[src/rtl/fetch_stage_pkg.sv]
// Shared types for the instruction-fetch stage: word type, FSM states, IF/ID payload.
package fetch_stage_pkg;

    typedef logic [31:0] word_t;

    typedef enum logic [1:0] {
        FETCH  = 2'd0,
        HELD   = 2'd1,
        HALTED = 2'd2
    } fetch_state_t;

    // One IF/ID payload: the fetched word and the address after it.
    typedef struct packed {
        word_t instr;
        word_t npc;
    } ifid_t;

    localparam word_t NPC_STEP  = 32'd4;
    localparam word_t COUNT_MAX = 32'hFFFF_FFFF;

    // Increment that sticks at the maximum instead of wrapping.
    function automatic word_t sat_inc(input word_t v);
        return (v == COUNT_MAX) ? v : v + 32'd1;
    endfunction

endpackage

[src/rtl/fetch_skid_buf.sv]
// One-entry skid register holding a fetched {instr, npc} while decode is stalled.
module fetch_skid_buf
    import fetch_stage_pkg::*;
(
    input  logic  CLK,
    input  logic  nRST,
    input  logic  i_load,
    input  logic  i_clear,
    input  ifid_t i_data,
    output ifid_t o_data,
    output logic  o_full
);

    ifid_t r_data;
    logic  r_full;

    // Capture on load, drop on clear; clear wins so a redirect always empties it.
    always_ff @(posedge CLK or negedge nRST) begin
        if (!nRST) begin
            r_data <= '0;
            r_full <= 1'b0;
        end else if (i_clear) begin
            r_full <= 1'b0;
        end else if (i_load) begin
            // NOTE: state is updated with <= so every register samples pre-edge values.
            r_data <= i_data;
            r_full <= 1'b1;
        end
    end

    assign o_data = r_data;
    assign o_full = r_full;

endmodule

[src/rtl/fetch_stage.sv]
// Instruction-fetch stage: imem request, PC hold control, IF/ID register, skid buffer.
module fetch_stage
    import fetch_stage_pkg::*;
#(
    parameter word_t RESET_NPC = 32'h0000_0000
)
(
    input  logic  CLK,
    input  logic  nRST,
    input  word_t imemaddr,
    input  logic  ihit,
    input  word_t imemload,
    input  logic  stall,
    input  logic  flush,
    input  logic  halt,
    output logic  iREN,
    output logic  pc_wait,
    output word_t ifid_instr,
    output word_t ifid_npc,
    output logic  ifid_valid,
    output word_t fetch_count
);

    fetch_state_t r_state;
    fetch_state_t w_next_state;

    ifid_t r_ifid;
    logic  r_valid;
    word_t r_fetch_count;

    ifid_t w_fetch_entry;
    ifid_t w_skid_data;
    ifid_t w_deliver_data;
    logic  w_skid_full;
    logic  w_skid_load;
    logic  w_skid_clear;
    logic  w_deliver;
    logic  w_bubble;

    // npc wraps modulo 2^32, so 0xFFFF_FFFC yields 0.
    assign w_fetch_entry = '{instr: imemload, npc: imemaddr + NPC_STEP};

    fetch_skid_buf u_skid (
        .CLK     (CLK),
        .nRST    (nRST),
        .i_load  (w_skid_load),
        .i_clear (w_skid_clear),
        .i_data  (w_fetch_entry),
        .o_data  (w_skid_data),
        .o_full  (w_skid_full)
    );

    // State register.
    always_ff @(posedge CLK or negedge nRST) begin
        if (!nRST) r_state <= FETCH;
        else       r_state <= w_next_state;
    end

    // Next state: halt beats flush beats stall.
    always_comb begin
        // NOTE: default first so no path through the case leaves a latch behind.
        w_next_state = r_state;
        case (r_state)
            FETCH: begin
                if (halt)               w_next_state = HALTED;
                else if (flush)         w_next_state = FETCH;
                else if (ihit && stall) w_next_state = HELD;
            end
            HELD: begin
                if (halt)        w_next_state = HALTED;
                else if (flush)  w_next_state = FETCH;
                else if (!stall) w_next_state = FETCH;
            end
            HALTED:  w_next_state = HALTED;
            default: w_next_state = FETCH;
        endcase
    end

    // Outputs and IF/ID / skid write actions for the current cycle.
    always_comb begin
        iREN           = 1'b0;
        pc_wait        = 1'b1;
        w_deliver      = 1'b0;
        w_deliver_data = w_fetch_entry;
        w_bubble       = 1'b0;
        w_skid_load    = 1'b0;
        w_skid_clear   = 1'b0;
        case (r_state)
            FETCH: begin
                iREN = !halt;
                if (halt) begin
                    w_bubble     = 1'b1;
                    w_skid_clear = 1'b1;
                end else if (flush) begin
                    pc_wait      = 1'b0;
                    w_bubble     = 1'b1;
                    w_skid_clear = 1'b1;
                end else if (ihit) begin
                    pc_wait = 1'b0;
                    if (stall) w_skid_load = 1'b1;
                    else       w_deliver   = 1'b1;
                end else if (!stall) begin
                    w_bubble = 1'b1;
                end
            end
            HELD: begin
                if (halt) begin
                    w_bubble     = 1'b1;
                    w_skid_clear = 1'b1;
                end else if (flush) begin
                    pc_wait      = 1'b0;
                    w_bubble     = 1'b1;
                    w_skid_clear = 1'b1;
                end else if (!stall && w_skid_full) begin
                    w_deliver      = 1'b1;
                    w_deliver_data = w_skid_data;
                    w_skid_clear   = 1'b1;
                end
            end
            default: begin
                iREN    = 1'b0;
                pc_wait = 1'b1;
            end
        endcase
    end

    // IF/ID register and delivered-instruction counter.
    always_ff @(posedge CLK or negedge nRST) begin
        if (!nRST) begin
            r_ifid        <= '{instr: '0, npc: RESET_NPC};
            r_valid       <= 1'b0;
            r_fetch_count <= '0;
        end else if (w_deliver) begin
            r_ifid        <= w_deliver_data;
            r_valid       <= 1'b1;
            r_fetch_count <= sat_inc(r_fetch_count);
        end else if (w_bubble) begin
            r_ifid.instr  <= '0;
            r_valid       <= 1'b0;
        end
    end

    assign ifid_instr  = r_ifid.instr;
    assign ifid_npc    = r_ifid.npc;
    assign ifid_valid  = r_valid;
    assign fetch_count = r_fetch_count;

endmodule
[config.mk]
export PLATFORM = sky130hd
export DESIGN_NAME = fetch_stage
export DESIGN_NICKNAME = d
export VERILOG_FILES = /design/src/rtl/fetch_stage_pkg.sv /design/src/rtl/fetch_skid_buf.sv /design/src/rtl/fetch_stage.sv
export SDC_FILE = /design/constraint.sdc
export NUM_CORES = 1
export LEC_CHECK = 0
export CORE_ASPECT_RATIO = 1.2
export CORE_UTILIZATION = 46
export DETAILED_ROUTE_END_ITERATION = 12
export PLACE_DENSITY = 0.77
export SYNTH_ARGS = -nofsm -noshare
export SYNTH_HDL_FRONTEND = slang
export SYNTH_SLANG_ARGS = --single-unit
[constraint.sdc]
create_clock -name CLK -period 1.8 [get_ports CLK]
set_input_delay 0.36 -clock CLK [delete_from_list [all_inputs] [get_ports CLK]]
set_output_delay 0.36 -clock CLK [all_outputs]
set_load 0.01 [all_outputs]
==> impl_metrics.py, run 1 <==
metrics = {
    "setup_path": {
        "path_cells": "or4_4 -> a21oi_4 -> buf_6 -> nand3_4 -> nor2_4 -> xor2_1",
        "cp_top_family": "simple AND/OR/NAND/NOR gates",
        "r2r_cells": 6,
        "r2r_slack_ns": -0.02,
        "path_buf_inv": 1,
        "crit_arrival_ns": 2.16,
        "cp_num_cells": 6,
        "worstSetupPathType": "reg2reg",
        "slowest_delay_ns": 0.55,
        "crit_path_top_delay_cell": "or4_4",
        "critPathMaxFanout": 4,
        "cp-end-kind": "flip-flop",
        "startpoint_type": "flip-flop",
        "required_ns": 2.14,
    },
    "yosys": {
        "ys_seq_elements": 164,
        "syn_avg_cell_area_um2": 11.2,
        "yosysSeqAreaShare_pct": 55.8,
        "ys.flop_type": "dfrtp_1",
        "async_flop_share_pct": 100,
        "syn-num-nets": 726,
        "syn-instance-count": 654,
        "synth_edf_count": 0,
        "synth.distinct_cells": 50,
        "yosysWarnings": 0,
        "syn_area_um2": 7350,
    },
    "pwr": {
        "p_leak_nw": 5.25,
        "ir_worst_vdd_v": 0.000522,
        "p_total_mw": 8.22,
        "cellPowerDensity_nw_per_um2": 748,
    },
    "sta": {
        "post-route-period-util_pct": 101,
        "tightest_slew_ns": 0.446,
        "fin_tns_setup_ns": -0.0896,
        "setup_viol": 8,
        "fin_crit_ns": 1.82,
        "fmax_ghz": 0.549,
        "worst_clock_skew_ns": 0.0111,
        "worst_slack_ns": -0.0225,
        "holdWs_ns": 0.425,
        "slew-limit-headroom_pct": 70.3,
        "rsz0062_at_grt": "true",
        "drv_slew": 0,
        "hold_viol_final": 0,
    },
    "cts": {
        "cts_num_sinks": 164,
        "cts_root_buffer": "clkbuf_16",
        "cts_buffer_depth": 2,
        "clock_latency_ns": 0.43,
        "cts_tree": "yes",
        "numCtsBuffers": 17,
        "clk_pin_slew_ns": 0.07,
        "h-tree-depth": 4,
    },
    "routing": {
        "drt-initial-drc-count": 425,
        "postRouteAntennaNets": 0,
        "dr.pass1.iters": 9,
        "wl_per_cell_um": 18.2,
        "viasPerCell": 5.58,
        "num_vias": 6341,
        "drc_errors": 0,
        "wl_um": 20600,
    },
    "cells_and_area": {
        "fill_cells": 1112,
        "design_area_um2": 11000,
        "diodes": 0,
        "final_cells": 1136,
        "final_cell_mix": "dfrtp_1 (159), clkdlybuf4s50_1 (146), buf_4 (89), nand2_1 (54), xor2_1 (46)",
        "synthToLayoutAreaGrowth_pct": 49.4,
        "layout-drive-gt1-share_pct": 26.1,
        "final_common_cell": "dfrtp_1",
        "num-nets-final": 987,
    },
    "hold_path": {
        "min_path_type": "in2async",
    },
    "grt": {
        "grt.total_usage_pct": 24.9,
        "antenna_found_initial": 0,
        "grt_pass1_wl_um": 32500,
        "grt_pass1_vias": 6627,
        "grt_overflow_total": 0,
        "grt_start_max_net_pins": 47,
    },
    "die": {
        "fp.dieArea_um2": 16500,
        "start_util_pct": 47.0,
        "die-width_um": 117,
        "row_count": 50,
        "io_pins": 169,
        "dieHeight_um": 141,
        "coreArea_um2": 15600,
    },
    "status": {
        "status": "complete, but fails checks",
        "violations": "setup timing",
    },
    "placed_design": {
        "gp_congestion": 0.889,
        "hpwlAfterDp_um": 14200,
        "port_buffers": 168,
        "placedCellCount": 1092,
        "dpl_cell_area_um2": 10100,
    },
    "run": {
        "drv_cap": 0,
    },
}
-- kinds of logic (layout without fill, tap and decap cells) --
group | Yosys count | count (layout) | synth area share (%)
compound gates | 136 | 136 | 13.0
fa+ha+maj | 2 | 2 | 0.340
simple gates | 187 | 187 | 14.1
flops | 164 | 164 | 55.8
xor+xnor | 57 | 57 | 6.79
mux | 36 | 36 | 5.51
buf+inv | 72 | 346 | 4.44
-- synthesized netlist by cell type, types with 18 or more instances --
cell	n	area, um^2
inv_1	37	139
dfrtp_1	164	4100
o21ai_0	55	275
nor2_1	24	90.1
xor2_1	46	403
mux2_2	36	405
clkbuf_1	19	71.3
nand2_1	55	206
nand3_1	30	150
a22oi_1	25	188
nor3_1	18	90.1
a222oi_1	32	320
nand4_1	18	113
-- flip-flops by register name, indices dropped and copies added (netlist names) --
| signal | flops |
|---|---|
| ifid_instr | 32 |
| ifid_valid | 1 |
| ifid_npc | 32 |
| u_skid.o_data | 64 |
| u_skid.o_full | 1 |
| r_state | 2 |
| fetch_count | 32 |
-- path summary, 6_finish.rpt --
check                                       start                            end
max in group asynchronous                    nRST     fetch_count[2]$_DFFE_PN0P_
min reg2reg                ifid_valid$_DFFE_PN0P_         ifid_valid$_DFFE_PN0P_
max                        r_state[1]$_DFFE_PN0P_    fetch_count[13]$_DFFE_PN0P_
min in group CLK                             halt         r_state[0]$_DFFE_PN0P_
min                                          nRST  u_skid.o_data[27]$_DFFE_PN0P_
max reg2reg                r_state[1]$_DFFE_PN0P_    fetch_count[13]$_DFFE_PN0P_
-- report_power, final --
group	total [mW]	internal [mW]	switching (mW)
Clock	3.56	1.98	1.58
Sequential	3.90	3.81	0.0817
Combinational	0.768	0.433	0.335
-- metal layers --
metal	wire length, um	part of all wire, %	track usage [%]
met2	10900	53	45.1
met4	443	2.1	9.16
met3	1110	5.4	5.33
met1	8130	39	28.7
met5	0	0	0
-- area by class of cell --
class / count / area, um^2 / area share [%]
clock buffer: 18 / 439 / 4.00
sequential: 164 / 4110 / 37.4
multi-input combinational: 418 / 3200 / 29.1
tap: 208 / 260 / 2.37
inverter: 37 / 139 / 1.26
timing repair buffer: 277 / 2710 / 24.6
clock inverter: 14 / 141 / 1.29
-- per-stage QoR --
| stage | utilization (%) | worst slack (ns) |
|---|---|---|
| floorplan | - | 0.00660 |
| global placement | 64.3 | -0.482 |
| detailed placement | 64.3 | -0.532 |
| CTS | 68.3 | -0.0320 |
| global route | 70.3 | -0.104 |
| finish | 70.3 | -0.0225 |
-- what timing repair did --
item,4_1_cts,5_1_grt
hold buffers,1,0
setup buffers,4,7
pin swaps,2,22
resized for setup,24,78
setup endpoints to repair,33,74
hold endpoints to repair,40,0
(Power assumes the default switching activity.)
==> run 2, diff against run 1 <==
- HOLD_SLACK_MARGIN: not set -> 0.12
- PLACE_DENSITY: 0.77 -> 0.83
==> run 2 against run 1 <==
The flow still finishes with violations (setup timing); maximum frequency is 0.89% lower; global-route usage increased by 0.058 points; sequential share of layout area barely moved; first-iteration DRC count up 45%; via count about the same; setup slack got worse by 0.016 ns; die area unchanged; flip-flop and latch count is the same; sequential power about the same; utilization about the same; cell count rose by 0.88%; register-to-register slack lost 0.02 ns; critical endpoint is now fetch_count[12]$_DFFE_PN0P_; largest power group unchanged; highest routed layer unchanged.
==> impl_metrics.py, run 2 (synthesis results as in run 1) <==
metrics = {
    "status": {
        "status": "complete, but fails checks",
        "violations": "setup timing",
    },
    "cells_and_area": {
        "final_cells": 1146,
        "regArea_um2": 4110,
        "final_cell_mix": "dfrtp_1 (157), clkdlybuf4s50_1 (142), buf_4 (95), nand2_1 (55), o21ai_0 (47)",
        "num-nets-final": 998,
        "diodes": 0,
        "synthToLayoutAreaGrowth_pct": 49.3,
        "fill_cells": 1123,
        "layout-drive-gt1-share_pct": 24.0,
        "design_area_um2": 11000,
        "multi_input_area_um2": 3040,
        "final_common_cell": "dfrtp_1",
        "largest_reg_flops": 64,
    },
    "setup_path": {
        "cp_top_family": "simple AND/OR/NAND/NOR gates",
        "required_ns": 2.11,
        "critPathMaxFanout": 7,
        "path_buf_inv": 2,
        "slowest_delay_ns": 0.40,
        "path_cells": "and4_4 -> and3_4 -> buf_4 -> a31oi_1 -> buf_4 -> nand3_1 -> xnor2_1",
        "cp-end-kind": "flip-flop",
        "crit_arrival_ns": 2.15,
        "crit_path_top_delay_cell": "dfrtp_2",
        "startpoint_type": "flip-flop",
        "cpMostUsedCell": "buf_4",
        "worstSetupPathType": "reg2reg",
    },
    "die": {
        "row_count": 50,
        "die-width_um": 117,
        "dieHeight_um": 141,
        "io_pins": 169,
        "fp.dieArea_um2": 16500,
        "start_util_pct": 47.0,
        "coreArea_um2": 15600,
    },
    "cts": {
        "numCtsBuffers": 17,
        "clk_pin_slew_ns": 0.06,
        "h-tree-depth": 4,
        "cts_buffer_depth": 2,
        "cts_root_buffer": "clkbuf_16",
        "cts_num_sinks": 164,
        "cts_tree": "yes",
        "clock_latency_ns": 0.42,
    },
    "pwr": {
        "intPower_mw": 6.44,
        "ir_worst_vdd_v": 0.000582,
        "pwr-share-seq_pct": 47.2,
        "p_sw_share_pct": 22.0,
        "cellPowerDensity_nw_per_um2": 752,
        "clkPwrFrac_pct": 43.8,
        "combPwrFrac_pct": 9.0,
        "p_leak_nw": 5.31,
        "switching_power_mw": 1.82,
    },
    "sta": {
        "rsz0062_at_grt": "true",
        "worst_clock_skew_ns": 0.00950,
        "setup_viol": 6,
        "hold_viol_final": 0,
        "tightest_slew_ns": 0.478,
        "fin_crit_ns": 1.84,
        "fin_tns_setup_ns": -0.165,
        "fmax_ghz": 0.544,
        "worst_slack_ns": -0.0389,
        "holdWs_ns": 0.457,
        "drv_slew": 0,
        "post-route-period-util_pct": 102,
        "slew-limit-headroom_pct": 68.2,
    },
    "routing": {
        "drc_errors": 0,
        "postRouteAntennaNets": 0,
        "drt-initial-drc-count": 615,
        "wl_per_cell_um": 17.7,
        "viasPerCell": 5.53,
        "num_vias": 6336,
        "wl_um": 20300,
        "dr.pass1.iters": 9,
    },
    "placed_design": {
        "gp_congestion": 0.834,
        "dpl_cell_area_um2": 10100,
        "place_ws_ns": -0.546,
        "port_buffers": 168,
        "placedCellCount": 1102,
        "hpwlAfterDp_um": 13600,
    },
    "grt": {
        "grt_pass1_vias": 6355,
        "antenna_found_initial": 0,
        "grt_overflow_total": 0,
        "grt_start_max_net_pins": 51,
        "grt.total_usage_pct": 24.9,
        "grt_pass1_wl_um": 32300,
    },
    "run": {
        "drv_cap": 0,
    },
    "hold_path": {
        "min_path_type": "in2async",
    },
}
run 2: cell count changes in the layout (fill, tap and decap cells not counted), moves of 6 or more:
cell,before,now
a22oi_1,15,24
dlygate4sd2_1,12,19
buf_4,89,95
a22oi_2,10,1
nor3_1,10,18
nor3_2,11,5
o21ai_1,26,10
o21ai_0,31,47
run 2: cell type report:
class | instances | share of cell area (%)
Multi-Input combinational cell | 418 | 27.7
Timing Repair Buffer | 288 | 25.9
Clock buffer | 22 | 4.14
Clock inverter | 9 | 1.17
Tap cell | 208 | 2.37
Inverter | 37 | 1.26
Sequential cell | 164 | 37.4
run 2: worst reg2reg max path, cell delays in order, from the launching register on:
cell and delay (ns):
dfrtp_2 0.40, and4_4 0.21, and3_4 0.18, buf_4 0.16, a31oi_1 0.32, buf_4 0.21, nand3_1 0.10, xnor2_1 0.14
run 2: metal layers:
metal	up-vias	GRT usage [%]	wire [um]
met2	239	42.2	10400
met4	0	11.2	513
met5	-	0	0
met3	44	6.19	1200
li1	2927	-	-
met1	3126	30.0	8180
run 2: path summary, 6_finish.rpt:
check | startpoint | endpoint | slack, ns | cells after the start
worst min register to register | u_skid.o_data[62]$_DFFE_PN0P_ | ifid_instr[30]$_DFFE_PN0P_ | 0.48 | 2
min in group CLK | u_skid.o_data[62]$_DFFE_PN0P_ | ifid_instr[30]$_DFFE_PN0P_ | 0.48 | 2
max in group asynchronous | nRST | u_skid.o_data[26]$_DFFE_PN0P_ | 0.67 | 3
worst max register to register | fetch_count[18]$_DFFE_PN0P_ | fetch_count[12]$_DFFE_PN0P_ | -0.04 | 7
worst min-delay path | nRST | ifid_instr[5]$_DFFE_PN0P_ | 0.46 | 2
worst max-delay path | fetch_count[18]$_DFFE_PN0P_ | fetch_count[12]$_DFFE_PN0P_ | -0.04 | 7
run 2: repair_timing:
item,CTS,global route
buffers inserted,2,7
hold endpoints to repair,45,0
setup endpoints to repair,89,62
cloned,2,2
resized for setup,36,34
hold buffers,1,0
pin swaps,3,8
run 2: stage by stage:
step | total power, mW | util [%]
2_1_floorplan | 4.15 | -
3_3_place_gp | 4.68 | 64.7
3_5_place_dp | 4.70 | 64.7
4_1_cts | 8.33 | 69.1
5_1_grt | 8.56 | 70.2
6_report | 8.26 | 70.2
run 2: power groups by stage:
stage / Clock (mW) / Combinational [mW] / Sequential (mW)
floorplan: 0 / 0.174 / 3.98
global placement: 0 / 0.727 / 3.95
detailed placement: 0 / 0.745 / 3.96
CTS: 3.69 / 0.749 / 3.89
global route: 3.84 / 0.812 / 3.91
finish: 3.62 / 0.746 / 3.90
==> run 3, diff against run 2 <==
- CORE_UTILIZATION: 46 -> 54
- PLACE_DENSITY: 0.83 -> 0.91
- clock period: 1.8 -> 2.2 ns (I/O delays scaled with it)
==> run 3 against run 2 <==
The run now ends clean; clock skew is 0.0028 ns lower; sequential share of layout area is 2.6 points higher; routed wire length grew 5.1%; total power down 17%; global-route usage is 6.5 points higher; count of clock-buffer cells in the layout decreased by 4; register-to-register slack improved by 0.27 ns; clock power fell by 16%; highest routed layer unchanged.
==> impl_metrics.py, run 3 (synthesis results as in run 1) <==
metrics = {
    "sta": {
        "post-route-period-util_pct": 93.7,
        "setup_viol": 0,
        "fmax_ghz": 0.485,
        "drv_slew": 0,
        "tightest_slew_ns": 0.595,
        "fin_crit_ns": 2.06,
        "slew-limit-headroom_pct": 60.3,
        "hold_viol_final": 0,
        "worst_clock_skew_ns": 0.00673,
        "holdWs_ns": 0.488,
        "worst_slack_ns": 0.138,
        "rsz0062_at_grt": "false",
    },
    "grt": {
        "grt_pass1_vias": 6645,
        "grt.total_usage_pct": 31.4,
        "grt_start_max_net_pins": 65,
        "antenna_found_initial": 0,
        "grt_overflow_total": 0,
        "grt_pass1_wl_um": 33600,
    },
    "placed_design": {
        "dpl_cell_area_um2": 9630,
        "hpwlAfterDp_um": 15100,
        "place_ws_ns": -0.283,
        "gp_congestion": 0.908,
        "port_buffers": 168,
    },
    "hold_path": {
        "min_path_type": "reg2reg",
        "holdPathStages": 2,
    },
    "pwr": {
        "cellPowerDensity_nw_per_um2": 668,
        "ir_worst_vdd_v": 0.000391,
        "p_total_mw": 6.84,
        "p_leak_nw": 4.80,
    },
    "routing": {
        "dr.pass1.iters": 7,
        "drt-initial-drc-count": 519,
        "wl_um": 21400,
        "drc_errors": 0,
        "postRouteAntennaNets": 0,
        "num_vias": 6406,
        "viasPerCell": 6.10,
        "wl_per_cell_um": 20.3,
    },
    "cells_and_area": {
        "final_cell_mix": "clkdlybuf4s50_1 (165), dfrtp_1 (164), nand2_1 (55), o21ai_0 (55), buf_4 (55)",
        "layout-drive-gt1-share_pct": 17.7,
        "diodes": 0,
        "num-nets-final": 941,
        "synthToLayoutAreaGrowth_pct": 39.4,
        "design_area_um2": 10200,
        "largest_reg_flops": 64,
        "final_common_cell": "clkdlybuf4s50_1",
    },
    "die": {
        "coreArea_um2": 13200,
        "start_util_pct": 55.6,
        "fp.dieArea_um2": 14100,
        "row_count": 46,
        "dieHeight_um": 130,
        "die-width_um": 109,
        "io_pins": 169,
    },
    "cts": {
        "cts_root_buffer": "clkbuf_16",
        "clock_latency_ns": 0.42,
        "numCtsBuffers": 17,
        "cts_num_sinks": 164,
        "cts_buffer_depth": 2,
        "h-tree-depth": 4,
        "clk_pin_slew_ns": 0.07,
        "post_cts_buffers": 0,
        "cts_tree": "yes",
    },
    "setup_path": {
        "crit_arrival_ns": 2.40,
        "r2r_cells": 6,
        "startpoint_type": "primary input",
        "critPathMaxFanout": 6,
        "r2r_slack_ns": 0.23,
        "cp-end-kind": "flip-flop",
        "worstSetupPathType": "in2reg",
        "required_ns": 2.53,
    },
    "run": {
        "drv_cap": 0,
    },
    "status": {
        "status": "complete, no violations",
    },
}
## run 3: final cells by class
| class | count | area [um^2] |
|---|---|---|
| Clock buffer | 18 | 439 |
| Clock inverter | 14 | 169 |
| Fill cell | 774 | 2990 |
| Inverter | 37 | 139 |
| Multi-Input combinational cell | 418 | 2940 |
| Sequential cell | 164 | 4100 |
| Tap cell | 168 | 210 |
| Timing Repair Buffer | 231 | 2240 |
## run 3: where the power goes
group	internal, mW	total [mW]	switching (mW)
registers	3.12	3.20	0.0748
logic	0.330	0.604	0.274
clock network	1.74	3.04	1.30
total	5.19	6.84	1.65
## run 3: worst paths after layout
kind | startpoint | endpoint
max | halt | fetch_count[31]$_DFFE_PN0P_
min | u_skid.o_data[16]$_DFFE_PN0P_ | u_skid.o_data[16]$_DFFE_PN0P_
max reg2reg | fetch_count[29]$_DFFE_PN0P_ | fetch_count[7]$_DFFE_PN0P_
min reg2reg | u_skid.o_data[16]$_DFFE_PN0P_ | u_skid.o_data[16]$_DFFE_PN0P_
max in group asynchronous | nRST | ifid_instr[6]$_DFFE_PN0P_
min in group asynchronous | nRST | ifid_instr[8]$_DFFE_PN0P_
## run 3: routing by layer
metal | GRT usage, % | share of wire (%)
met1 | 35.6 | 36
met2 | 55.4 | 53
met3 | 7.34 | 7.4
met4 | 15.3 | 3.2
met5 | 0 | 0
## run 3: repair_timing
action                     in CTS  in global routing
hold endpoints to repair       60                  0
setup endpoints to repair       2                  0
hold buffers                    1                  0
resized for setup               2                  0
## run 3: per-stage QoR
| step | cells | setup TNS [ns] | util (%) |
|---|---|---|---|
| floorplan | 654 | 0 | - |
| global placement | 1017 | -1.86 | 72.8 |
| detailed placement | 1017 | -8.54 | 72.8 |
| CTS | 1050 | 0 | 77.4 |
| global route | 1050 | 0 | 77.4 |
| finish | 1050 | 0 | 77.4 |
## run 3: critical path: stages
cell and delay (ns):
clkdlybuf4s50_1 0.52, or4_4 0.62, a21oi_4 0.17, nand2_2 0.12, nor4_2 0.32, xor2_1 0.20
